--- src/rtl/uart_tx_cfg.sv ---
// Parametrised UART transmitter: start bit, DATA_BITS LSB-first, optional parity,
// 1 or 2 stop bits, each bit held for OVERSAMPLE baud ticks. Busy/done handshake.
module uart_tx_cfg #(
  parameter int DATA_BITS  = 8,
  parameter int PARITY_EN  = 0,
  parameter int PARITY_ODD = 0,
  parameter int STOP_BITS  = 1,
  parameter int OVERSAMPLE = 16
) (
  input  logic                 clk,
  input  logic                 rst,
  input  logic                 baud_tick,
  input  logic                 tx_start,
  input  logic [DATA_BITS-1:0] tx_data,
  output logic                 tx,
  output logic                 tx_busy,
  output logic                 tx_done
);

  localparam int TW = $clog2(OVERSAMPLE);
  localparam int BW = $clog2(DATA_BITS);
  localparam logic [TW-1:0] TICK_LAST = TW'(OVERSAMPLE - 1);
  localparam logic [BW-1:0] BIT_LAST  = BW'(DATA_BITS - 1);
  localparam logic          STOP_LAST = (STOP_BITS == 2);

  localparam logic [2:0] S_IDLE   = 3'd0;
  localparam logic [2:0] S_SYNC   = 3'd1;
  localparam logic [2:0] S_START  = 3'd2;
  localparam logic [2:0] S_DATA   = 3'd3;
  localparam logic [2:0] S_PARITY = 3'd4;
  localparam logic [2:0] S_STOP   = 3'd5;
  localparam logic [2:0] S_AFTER_DATA = (PARITY_EN != 0) ? S_PARITY : S_STOP;

  logic [2:0]           state;
  logic [TW-1:0]        tick_cnt;
  logic [BW-1:0]        bit_cnt;
  logic                 stop_cnt;
  logic [DATA_BITS-1:0] shreg;
  logic                 parity_bit;
  logic                 bit_end;

  assign bit_end = baud_tick && (tick_cnt == TICK_LAST);

  always_ff @(posedge clk) begin
    if (rst) begin
      state      <= S_IDLE;
      tick_cnt   <= '0;
      bit_cnt    <= '0;
      stop_cnt   <= 1'b0;
      shreg      <= '0;
      parity_bit <= 1'b0;
      tx         <= 1'b1;
      tx_busy    <= 1'b0;
      tx_done    <= 1'b0;
    end else begin
      tx_done <= 1'b0;

      if (baud_tick && (state inside {S_START, S_DATA, S_PARITY, S_STOP}))
        tick_cnt <= (tick_cnt == TICK_LAST) ? '0 : tick_cnt + 1'b1;

      // tx follows the current state, so the line lags each state change by one clk
      case (state)
        S_IDLE: begin
          tx <= 1'b1;
          if (tx_start) begin
            shreg      <= tx_data;
            parity_bit <= (^tx_data) ^ 1'(PARITY_ODD);
            tx_busy    <= 1'b1;
            state      <= S_SYNC;
          end
        end
        S_SYNC: begin
          tx <= 1'b1;
          if (baud_tick) begin
            tick_cnt <= '0;
            state    <= S_START;
          end
        end
        S_START: begin
          tx <= 1'b0;
          if (bit_end) begin
            bit_cnt <= '0;
            state   <= S_DATA;
          end
        end
        S_DATA: begin
          tx <= shreg[0];
          if (bit_end) begin
            shreg <= shreg >> 1;
            if (bit_cnt == BIT_LAST) begin
              bit_cnt  <= '0;
              stop_cnt <= 1'b0;
              state    <= S_AFTER_DATA;
            end else begin
              bit_cnt <= bit_cnt + 1'b1;
            end
          end
        end
        S_PARITY: begin
          tx <= parity_bit;
          if (bit_end) begin
            stop_cnt <= 1'b0;
            state    <= S_STOP;
          end
        end
        S_STOP: begin
          tx <= 1'b1;
          if (bit_end) begin
            if (stop_cnt == STOP_LAST) begin
              stop_cnt <= 1'b0;
              tx_busy  <= 1'b0;
              tx_done  <= 1'b1;
              state    <= S_IDLE;
            end else begin
              stop_cnt <= 1'b1;
            end
          end
        end
        default: state <= S_IDLE;
      endcase
    end
  end

endmodule
--- config.mk ---
export PLATFORM = sky130hd
export DESIGN_NAME = uart_tx_cfg
export DESIGN_NICKNAME = d
export VERILOG_FILES = /design/src/rtl/uart_tx_cfg.sv
export SDC_FILE = /design/constraint.sdc
export NUM_CORES = 1
export LEC_CHECK = 0
export ABC_AREA = 0
export BUFFER_PORTS_ARGS = -buffer_cell sky130_fd_sc_hd__buf_2
export CAP_MARGIN = 20
export CORE_ASPECT_RATIO = 1.2
export CORE_MARGIN = 2
export CORE_UTILIZATION = 59
export CTS_BUF_LIST = sky130_fd_sc_hd__clkbuf_8
export DETAILED_ROUTE_END_ITERATION = 8
export PLACE_DENSITY = 0.82
export SKIP_CTS_REPAIR_TIMING = 1
export SLEW_MARGIN = 20
export SYNTH_ARGS = -nofsm -noshare
export SYNTH_HDL_FRONTEND = slang
export SYNTH_SLANG_ARGS = --single-unit
--- constraint.sdc ---
create_clock -name clk -period 1.7 [get_ports clk]
set_input_delay 0.255 -clock clk [delete_from_list [all_inputs] [get_ports clk]]
set_output_delay 0.255 -clock clk [all_outputs]
set_load 0.01 [all_outputs]
==> results by group <==
Pwr
  • Tot Pwr: 0.00115 W
  • Comb power frac: 0.175
  • Sw power: 0.000297 W
  • LEAKAGE: 0.537 nW
  • Cell area power density: 846 nW/um2
  • VDD IR-drop max: 0.693 mV
  • Sequential share of power: 0.499
  • Switching share of power: 0.259
  • Int Power: 0.000849 W
  • Clock power frac: 0.326

Timing
  • RSZ-0062 raised after global routing: false
  • Slew HR: 0.697
  • Max frequency: 627 MHz
  • Slew Viols, Final: 0
  • Fin crit period: 1590 ps
  • Setup_tns: 0 ps
  • Setup violators final: 0
  • Final hold vios: 0
  • Clk_skew: 5.49 ps
  • Slew @ Worst Pin: 455 ps
  • Tcrit/Tclk final: 0.938
  • Hold_ws: 256 ps
  • Setup ws final: 106 ps

Floorplanning
  • Initial Utilization: 0.640
  • Die height: 53.6 um
  • Core outline area: 1890 um2
  • Die X: 45.4 um
  • Rows: 17
  • Io pins: 15
  • Full die area: 2430 um2

Synthesis
  • Post-Syn Instances: 135
  • Number of synthesized flops with an enable pin: 0
  • Area of the mapped netlist: 1210 um2
  • Top FF cell, synth: dfxtp_1
  • Synth Net Count: 152
  • Unique cell type count in the Yosys netlist: 38
  • Ys async rst share: 0
  • Mean Syn Cell Area: 8.97 um2
  • #FFs+latches synth: 22
  • Yosys warns: 0
  • Sequential cell area fraction in the yosys report: 0.364

Finish
  • Filler instances: 153
  • Final #Nets: 171
  • Most common cell after layout, fill and taps aside: nand2_1
  • Layout cells sized above 1: 0.261
  • Area Growth Syn to Fin: 11.8%
  • Number of diodes: 0
  • Most frequent cells in the layout: nand2_1, dfxtp_1, nor2_1, buf_2, a21oi_1

Worst setup path
  • CP endpoint: bit_cnt[0]
  • Register-to-Register Setup Slack: 110 ps
  • CP max FO: 5
  • Worst r2r path cells: 5
  • Startpoint Class: flip-flop
  • WP data required: 1900 ps
  • CP Capture Type: flip-flop
  • CP arrival: 1790 ps
  • Worst r2r dst: bit_cnt[0]
  • Crit path kind: flip-flop to flip-flop

GRT
  • Largest net degree at the start of global routing: 23
  • GRT overflow: 0
  • All-Layer GR Usage: 0.240
  • First-pass GRT wire length: 4200 um
  • Vias in the first global route: 984
  • Initial antenna violation count: 0

Routing
  • Residual DRC count: 0
  • Post-Route WL: 2410 um
  • DR pass1 iterations: 4
  • ANT nets after route: 0
  • Vias per cell: 5.95
  • Detailed Route Iter0 Violations: 17
  • Post-DR wirelength/cell: 14.0 um
  • Routed vias: 1,023

Placement
  • Place WS: 98.0 ps
  • Detailed Place HPWL: 1840 um
  • GP Congestion: 0.781
  • Input/output buffers: 14

Run
  • Max cap viols: 0

CTS
  • Root buf cell: clkbuf_8
  • Latest clock arrival within the worst-skew pair: 260 ps
  • Clk slew on worst S/H paths: 80 ps
  • Clock Sinks: 22
  • CTS Buf Count: 3
  • Htree depth: 1
  • CTS tree: built
  • Clock Path Buffers: 2

Worst hold path
  • Hold/Removal Path Class: input port to flip-flop

Run status
  • Status: complete, no violations
-- worst min-delay path by stage --
stage / startpoint / endpoint / slack (ps) / cells past startpoint
after floorplan: rst / tx / 360 / 1
after global placement: bit_cnt[1] / bit_cnt[1] / 450 / 2
after detailed placement: bit_cnt[1] / bit_cnt[1] / 460 / 2
after CTS: tx_data[7] / shreg[7] / 250 / 3
after global routing: tx_data[7] / shreg[7] / 270 / 3
final: tx_data[7] / shreg[7] / 260 / 3
-- stage by stage --
step,cells,instance area (um2),utilization
2_1_floorplan,135,1210,-
4_1_cts,172,1350,0.714
3_5_place_dp,168,1300,0.685
6_report,172,1350,0.715
3_3_place_gp,168,1300,0.685
5_1_grt,172,1350,0.715
-- worst max-delay path, stage by stage, from the launching register on --
cell	delay, ps
dfxtp_1	380
ha_1	180
and4_2	290
nand2_1	120
or4_1	410
a21oi_1	150
-- metal layers --
layer  GRT usage  part of all wire
met2       0.433              0.52
met1       0.263              0.42
met4       0.127             0.022
met3      0.0369             0.035
met5           0                 0
-- area by class of cell --
class                      instances  area (um2)  area share
clock buffer                       4        55.1      0.0407
inverter                           4        15.0      0.0111
multi-input combinational        101         688       0.508
timing repair buffer              22         130      0.0961
tap                               19        23.8      0.0176
sequential                        22         442       0.326
-- cell usage after synthesis, types with 3 or more instances --
master,instances,area share
dfxtp_1,22,0.36
nand2_1,22,0.068
nor2_1,14,0.043
a21oi_1,9,0.037
xnor2_1,8,0.058
a311oi_2,5,0.062
ha_1,5,0.052
inv_1,4,0.012
o21ai_0,4,0.017
buf_6,3,0.028
nand3b_1,3,0.019
nor2_2,3,0.015
-- power by group through the flow --
stage / registers (W) / logic [W] / clock network (W)
after floorplan: 0.000576 / 0.000159 / 0
after global placement: 0.000582 / 0.000191 / 0
after detailed placement: 0.000583 / 0.000201 / 0
after CTS: 0.000571 / 0.000201 / 0.000379
after global routing: 0.000575 / 0.000223 / 0.000397
final: 0.000572 / 0.000200 / 0.000373
-- cell families (layout without fill, tap and decap cells) --
family	count (synthesis)	count (layout)	synth area share
and+or+nand+nor	56	56	0.243
AOI/OAI and AO/OA	31	31	0.207
xor gates and xnor gates	8	8	0.0579
buffers and inverters	12	30	0.0692
DFF	22	22	0.364
muxes	1	1	0.00826
adders and majority gates	5	5	0.0517
(Power assumes the default switching activity.)
